## config.mk

```make
export PLATFORM = sky130hd
export DESIGN_NAME = piso_serializer
export DESIGN_NICKNAME = d
export VERILOG_FILES = /design/src/rtl/piso_serializer.sv
export SDC_FILE = /design/constraint.sdc
export NUM_CORES = 1
export LEC_CHECK = 0
export ABC_AREA = 1
export CAP_MARGIN = 10
export CORE_MARGIN = 4
export CORE_UTILIZATION = 48
export CTS_BUF_LIST = sky130_fd_sc_hd__clkbuf_8 sky130_fd_sc_hd__clkbuf_16
export CTS_CLUSTER_DIAMETER = 80
export CTS_CLUSTER_SIZE = 24
export DETAILED_ROUTE_END_ITERATION = 16
export GPL_TIMING_DRIVEN = 1
export PLACE_DENSITY = 0.75
export SLEW_MARGIN = 20
export SYNTH_ARGS = -nofsm -noshare
export SYNTH_HDL_FRONTEND = slang
export SYNTH_SLANG_ARGS = --single-unit
```

## constraint.sdc

```tcl
create_clock -name clk -period 1.71 [get_ports clk]
set_input_delay 0.342 -clock clk [delete_from_list [all_inputs] [get_ports clk]]
set_output_delay 0.342 -clock clk [all_outputs]
set_load 0.02 [all_outputs]
```

## src/rtl/piso_serializer.sv

```systemverilog
// -----------------------------------------------------------------------------
// piso_serializer
//
// Parallel-in / serial-out shifter. A WIDTH-bit word is accepted through a
// valid/ready handshake and sent on dout one bit at a time. Each bit is held
// for DIV clocks, and the bit order is chosen per word with msb_first.
//
// Handshake (valid/ready): a word transfers on a rising edge where
//   din_valid=1 && din_ready=1 (din_ready already includes clear=0).
//   din_valid/din/msb_first may change freely when no transfer happens;
//   din_ready never depends on din_valid.
//
// Parameters
//   WIDTH      : parallel word width, 2..32
//   DIV        : clocks per serial bit, 1..256
//   IDLE_LEVEL : level on dout while no frame bit is being sent
//
// Ports
//   clk         : clock, rising edge
//   rst         : asynchronous active-high reset
//   clear       : synchronous abort of the frame in flight
//   din         : parallel word
//   msb_first   : 1 = send din[WIDTH-1] first, 0 = send din[0] first
//   din_valid   : din/msb_first valid
//   din_ready   : a word can be accepted this cycle
//   dout        : serial data
//   dout_valid  : dout carries a frame bit
//   frame_start : pulse in the first clock of bit 0
//   frame_done  : pulse in the last clock of the last bit
//   busy        : FSM is in SHIFT (this is the FSM state as seen outside)
// -----------------------------------------------------------------------------
module piso_serializer #(
  parameter int   WIDTH      = 8,
  parameter int   DIV        = 1,
  parameter logic IDLE_LEVEL = 1'b0
) (
  input  logic             clk,
  input  logic             rst,
  input  logic             clear,
  input  logic [WIDTH-1:0] din,
  input  logic             msb_first,
  input  logic             din_valid,
  output logic             din_ready,
  output logic             dout,
  output logic             dout_valid,
  output logic             frame_start,
  output logic             frame_done,
  output logic             busy
);

  localparam int CNT_W = $clog2(WIDTH);
  localparam int DIV_W = (DIV > 1) ? $clog2(DIV) : 1;

  localparam logic [CNT_W-1:0] BIT_LAST = CNT_W'(WIDTH - 1);
  localparam logic [DIV_W-1:0] DIV_LAST = DIV_W'(DIV - 1);

  typedef enum logic {
    IDLE  = 1'b0,
    SHIFT = 1'b1
  } state_t;

  state_t             state_q, state_d;
  logic [WIDTH-1:0]   data_q, data_d;
  logic               msb_q, msb_d;
  logic [CNT_W-1:0]   bit_cnt_q, bit_cnt_d;
  logic [DIV_W-1:0]   div_cnt_q, div_cnt_d;
  logic               frame_start_q, frame_start_d;
  // Goes high on the first edge after reset; keeps din_ready low in reset
  // and for the first cycle after release.
  logic               live_q, live_d;

  logic               bit_end;
  logic               last_clk;
  logic               accept;
  logic [CNT_W-1:0]   bit_idx;

  always_comb begin
    // With DIV=1 the divider is bypassed: every clock ends a bit.
    bit_end   = (DIV == 1) ? 1'b1 : (div_cnt_q == '0);
    last_clk  = (state_q == SHIFT) && (bit_cnt_q == '0) && bit_end;
    din_ready = live_q && !clear && ((state_q == IDLE) || last_clk);
    accept    = din_valid && din_ready;

    // bit_cnt counts down from WIDTH-1, so it is the MSB-first index
    // directly; LSB-first mirrors it.
    bit_idx   = msb_q ? bit_cnt_q : (BIT_LAST - bit_cnt_q);

    dout        = (state_q == SHIFT) ? data_q[bit_idx] : IDLE_LEVEL;
    dout_valid  = (state_q == SHIFT);
    busy        = (state_q == SHIFT);
    frame_start = frame_start_q;
    // An aborted final clock must not report completion.
    frame_done  = last_clk && !clear;
  end

  always_comb begin
    state_d       = state_q;
    data_d        = data_q;
    msb_d         = msb_q;
    bit_cnt_d     = bit_cnt_q;
    div_cnt_d     = div_cnt_q;
    frame_start_d = accept;
    live_d        = 1'b1;

    if (clear) begin
      state_d   = IDLE;
      bit_cnt_d = '0;
      div_cnt_d = '0;
    end else if (accept) begin
      // Also covers the back-to-back case: the final clock of the old frame
      // reloads directly, so the new bit 0 follows with no gap.
      state_d   = SHIFT;
      data_d    = din;
      msb_d     = msb_first;
      bit_cnt_d = BIT_LAST;
      div_cnt_d = DIV_LAST;
    end else if (state_q == SHIFT) begin
      if (bit_end) begin
        if (bit_cnt_q == '0) begin
          state_d = IDLE;
        end else begin
          bit_cnt_d = bit_cnt_q - CNT_W'(1);
          div_cnt_d = DIV_LAST;
        end
      end else begin
        div_cnt_d = div_cnt_q - DIV_W'(1);
      end
    end
  end

  always_ff @(posedge clk or posedge rst) begin
    if (rst) begin
      state_q       <= IDLE;
      data_q        <= '0;
      msb_q         <= 1'b0;
      bit_cnt_q     <= '0;
      div_cnt_q     <= '0;
      frame_start_q <= 1'b0;
      live_q        <= 1'b0;
    end else begin
      state_q       <= state_d;
      data_q        <= data_d;
      msb_q         <= msb_d;
      bit_cnt_q     <= bit_cnt_d;
      div_cnt_q     <= div_cnt_d;
      frame_start_q <= frame_start_d;
      live_q        <= live_d;
    end
  end

endmodule
```

==> results.ini, run 1 <==
[status]
status=finished, violations left
violations=negative setup slack

[synthesis]
ys_ff_latch=15
yosys_warnings=0
syn_area_um2=865
avgSynthCellArea_um2=8.08
synth.distinct_cells=19
syn_nets=122
seq_area_frac_synth=0.434
syn_inst=107

[global_routing]
grt_pass1_vias=789
antenna_found_initial=0
use_met1=0.202
grtUsageTotal=0.184
grt_use_met3=0.0653
grt.busiest_layer=met2
grt_start_max_net_pins=19
grt_pass1_wl_mm=3.39
grt_overflow_total=0
grtUsageMet2=0.320

[route]
dr_total_vias=761
wirelength_mm=2.13
drc=0
firstDrtPassIters=3
wl_per_cell_um=12.8
drtIter0Drc=16
vias_per_cell=4.56
postRouteAntennaNets=0

[cells_and_area]
diodes=0
drive_above_1_share=0.387
fin_area_um2=1260
final_util=0.736
fillers=126
nets=158
area_delta_synth_final_pct=45.3

[timing]
tightestPinTransition_ns=0.574
finClkSkew_ns=0.00140
period_share=1.04
finalCriticalPeriod_ns=1.78
rsz0062_at_grt=true
final-max-slew-violation-count=0
hold_viol=0
maxSlewHeadroom=0.617
finalSetupViolations=2
fmax_ghz=0.563
fin_ws_ns=-0.0664

[pwr]
power_switching_uw=356
seqPwrFrac=0.396
power.total_uw=1110
swShare=0.322
comb_power_share=0.347
p_int_uw=749
ir_worst_vdd_mv=0.693
clockPowerShare=0.257
leakage_uw=0.000653
powerDensity_nw_per_um2=880

[clock_network]
clock-sinks=15
holdBufCountCts=0
cts_tree=built
max-clock-path-buffers=2
clk_pin_slew_ns=0.06
htree_levels=1
clk_latency_ns=0.25
cts_root_buf=clkbuf_8
numCtsBuffers=3

[setup_path]
max_stage_delay_ns=0.45
path_delay_family=flip-flops
reg2reg_from=bit_cnt_q[0]
crit_chain=buf_6 -> nand2_4 -> nand2_2 -> o21ai_1 -> nor2_1 -> nor2_1 -> nor2_1 -> buf_4
worstSetupEndpointType=output pin
rr_worst_depth=11
path_max_fanout=4
cpMaxStageDelayCell=dfrtp_2
cpMostUsedCell=nor2_1
cp_num_buf_inv=2
rrSetupSlack_ns=0.15
critPathArrivalTime_ns=1.43
crit_type=reg2out
required_ns=1.37
start_kind=flip-flop
r2r-end=bit_cnt_q[1]

[hold_path]
hold_class=in2async

[place]
gp_congestion=0.855
port-buffer-count=18
dpl.hpwl_mm=1.46
post_dp_cell_area_um2=1130

[run]
maxCapViolations=0

[die]
die_height_um=50.4
core_um2=1710
start_util=0.506
io_pins=19
rows=15
dieArea_um2=2540
die_w_um=50.4

[power groups by stage]
stage          registers (µW)  logic, µW  clock network [µW]
2_1_floorplan             432        204                   0
3_3_place_gp              433        307                   0
3_5_place_dp              435        322                   0
4_1_cts                   428        346                 289
5_1_grt                   442        423                 300
6_report                  438        383                 284
[metal layers]
layer | vias up | share of wire | wire, µm
met2 | 18 | 0.53 | 1120
met4 | 0 | 0.015 | 31
met3 | 5 | 0.037 | 78
met1 | 349 | 0.42 | 900
li1 | 389 | - | -
met5 | - | 0 | 0
[kinds of logic (layout without fill, tap and decap cells)]
kind of cell | after synthesis | in the layout | share of synthesized area
AO/OA/AOI/OAI | 9 | 9 | 0.0868
other | 1 | 1 | 0.00434
flip-flops | 15 | 15 | 0.434
buffers and inverters | 19 | 54 | 0.109
AND/OR/NAND/NOR | 59 | 59 | 0.317
XOR/XNOR | 2 | 2 | 0.0203
adder cells (fa/ha/maj) | 2 | 2 | 0.0289
[worst reg2reg max path, stage by stage, from the launching register on]
cell     delay [ns]
dfrtp_2        0.45
inv_4          0.10
ha_2           0.19
nand2_4        0.07
nand2_4        0.05
buf_4          0.12
nand3_4        0.11
nand2_2        0.13
nand2_2        0.06
inv_2          0.09
nand2_1        0.07
nand2_1        0.06
[flip-flops by register name, summed over array words and instances (netlist names)]
register	count
bit_cnt_q	3
busy	1
data_q	8
frame_start	1
live_q	1
msb_q	1
[worst max path at each step]
stage                       from         end  slack [ns]  cells after the start
detailed placement  bit_cnt_q[0]        dout       -0.31                      8
global route        bit_cnt_q[0]        dout       -0.15                      9
finish              bit_cnt_q[0]        dout       -0.07                      8
floorplan           bit_cnt_q[0]   din_ready        0.18                      6
global placement           clear  frame_done       -0.27                      5
CTS                 bit_cnt_q[0]        dout       -0.06                      8
[cell type report]
cell class	instances	area (µm²)	share of cell area
clock buffers	3	41.3	0.0329
clock inverters	1	3.75	0.00299
inverters	17	71.3	0.0568
multi-input cells	73	444	0.354
flip-flops and latches	15	378	0.301
well taps	25	31.3	0.0249
repair buffers	33	287	0.228
[layout by cell type (no fill, tap or decap)]
cell,count
nand3_1,6
buf_4,17
inv_4,3
conb_1,1
buf_6,1
nand2_1,32
ha_1,1
dfrtp_2,2
xnor2_4,1
nor2_2,1
clkdlybuf4s50_1,13
nand2_4,3
o21ai_2,8
dlygate4sd2_1,2
nor2_4,1
nand3_2,1
dfrtp_1,13
inv_1,11
nand2_2,8
clkbuf_8,3
nor2_1,6
nand3_4,1
xnor2_1,1
ha_2,1
o21ai_1,1
inv_2,4
[synth_stat cells]
cell type / number / share of area
buf_12: 1 / 0.023
buf_4: 1 / 0.0087
conb_1: 1 / 0.0043
dfrtp_1: 15 / 0.43
ha_1: 2 / 0.029
inv_1: 13 / 0.056
inv_2: 3 / 0.013
inv_4: 1 / 0.0072
nand2_1: 39 / 0.17
nand2_2: 2 / 0.014
nand2_4: 2 / 0.026
nand3_1: 7 / 0.041
nand3_4: 1 / 0.020
nor2_1: 6 / 0.026
nor2_2: 1 / 0.0072
nor2_4: 1 / 0.013
o21ai_1: 1 / 0.0058
o21ai_2: 8 / 0.081
xnor2_1: 2 / 0.020
[per-stage QoR]
stage | hold slack [ns] | worst slack, ns | TNS [ns] | cells
after detailed placement | 0.471 | -0.309 | -0.842 | 159
after CTS | 0.461 | -0.0645 | -0.0888 | 166
final | 0.444 | -0.0664 | -0.0851 | 167
after global routing | 0.499 | -0.150 | -0.303 | 167
after floorplan | 0.243 | 0.182 | 0 | 107
after global placement | 0.473 | -0.266 | -0.693 | 159
[repair_timing]
action / CTS / global route
buffers inserted: 3 / 1
gates resized for setup: 23 / 14
setup endpoints to repair: 5 / 3
pin swaps: 1 / 2
Note: power is estimated with default switching activity, not from simulation.
==> run 2: changes to the inputs <==
--- a/config.mk
+++ b/config.mk
@@ -13,6 +13,7 @@
 export CTS_CLUSTER_DIAMETER = 80
 export CTS_CLUSTER_SIZE = 24
 export DETAILED_ROUTE_END_ITERATION = 16
+export GPL_ROUTABILITY_DRIVEN = 0
 export GPL_TIMING_DRIVEN = 1
 export PLACE_DENSITY = 0.75
 export SLEW_MARGIN = 20
==> results of run 2 <==
The final DEF is identical to that of run 1; final timing and power are the same.
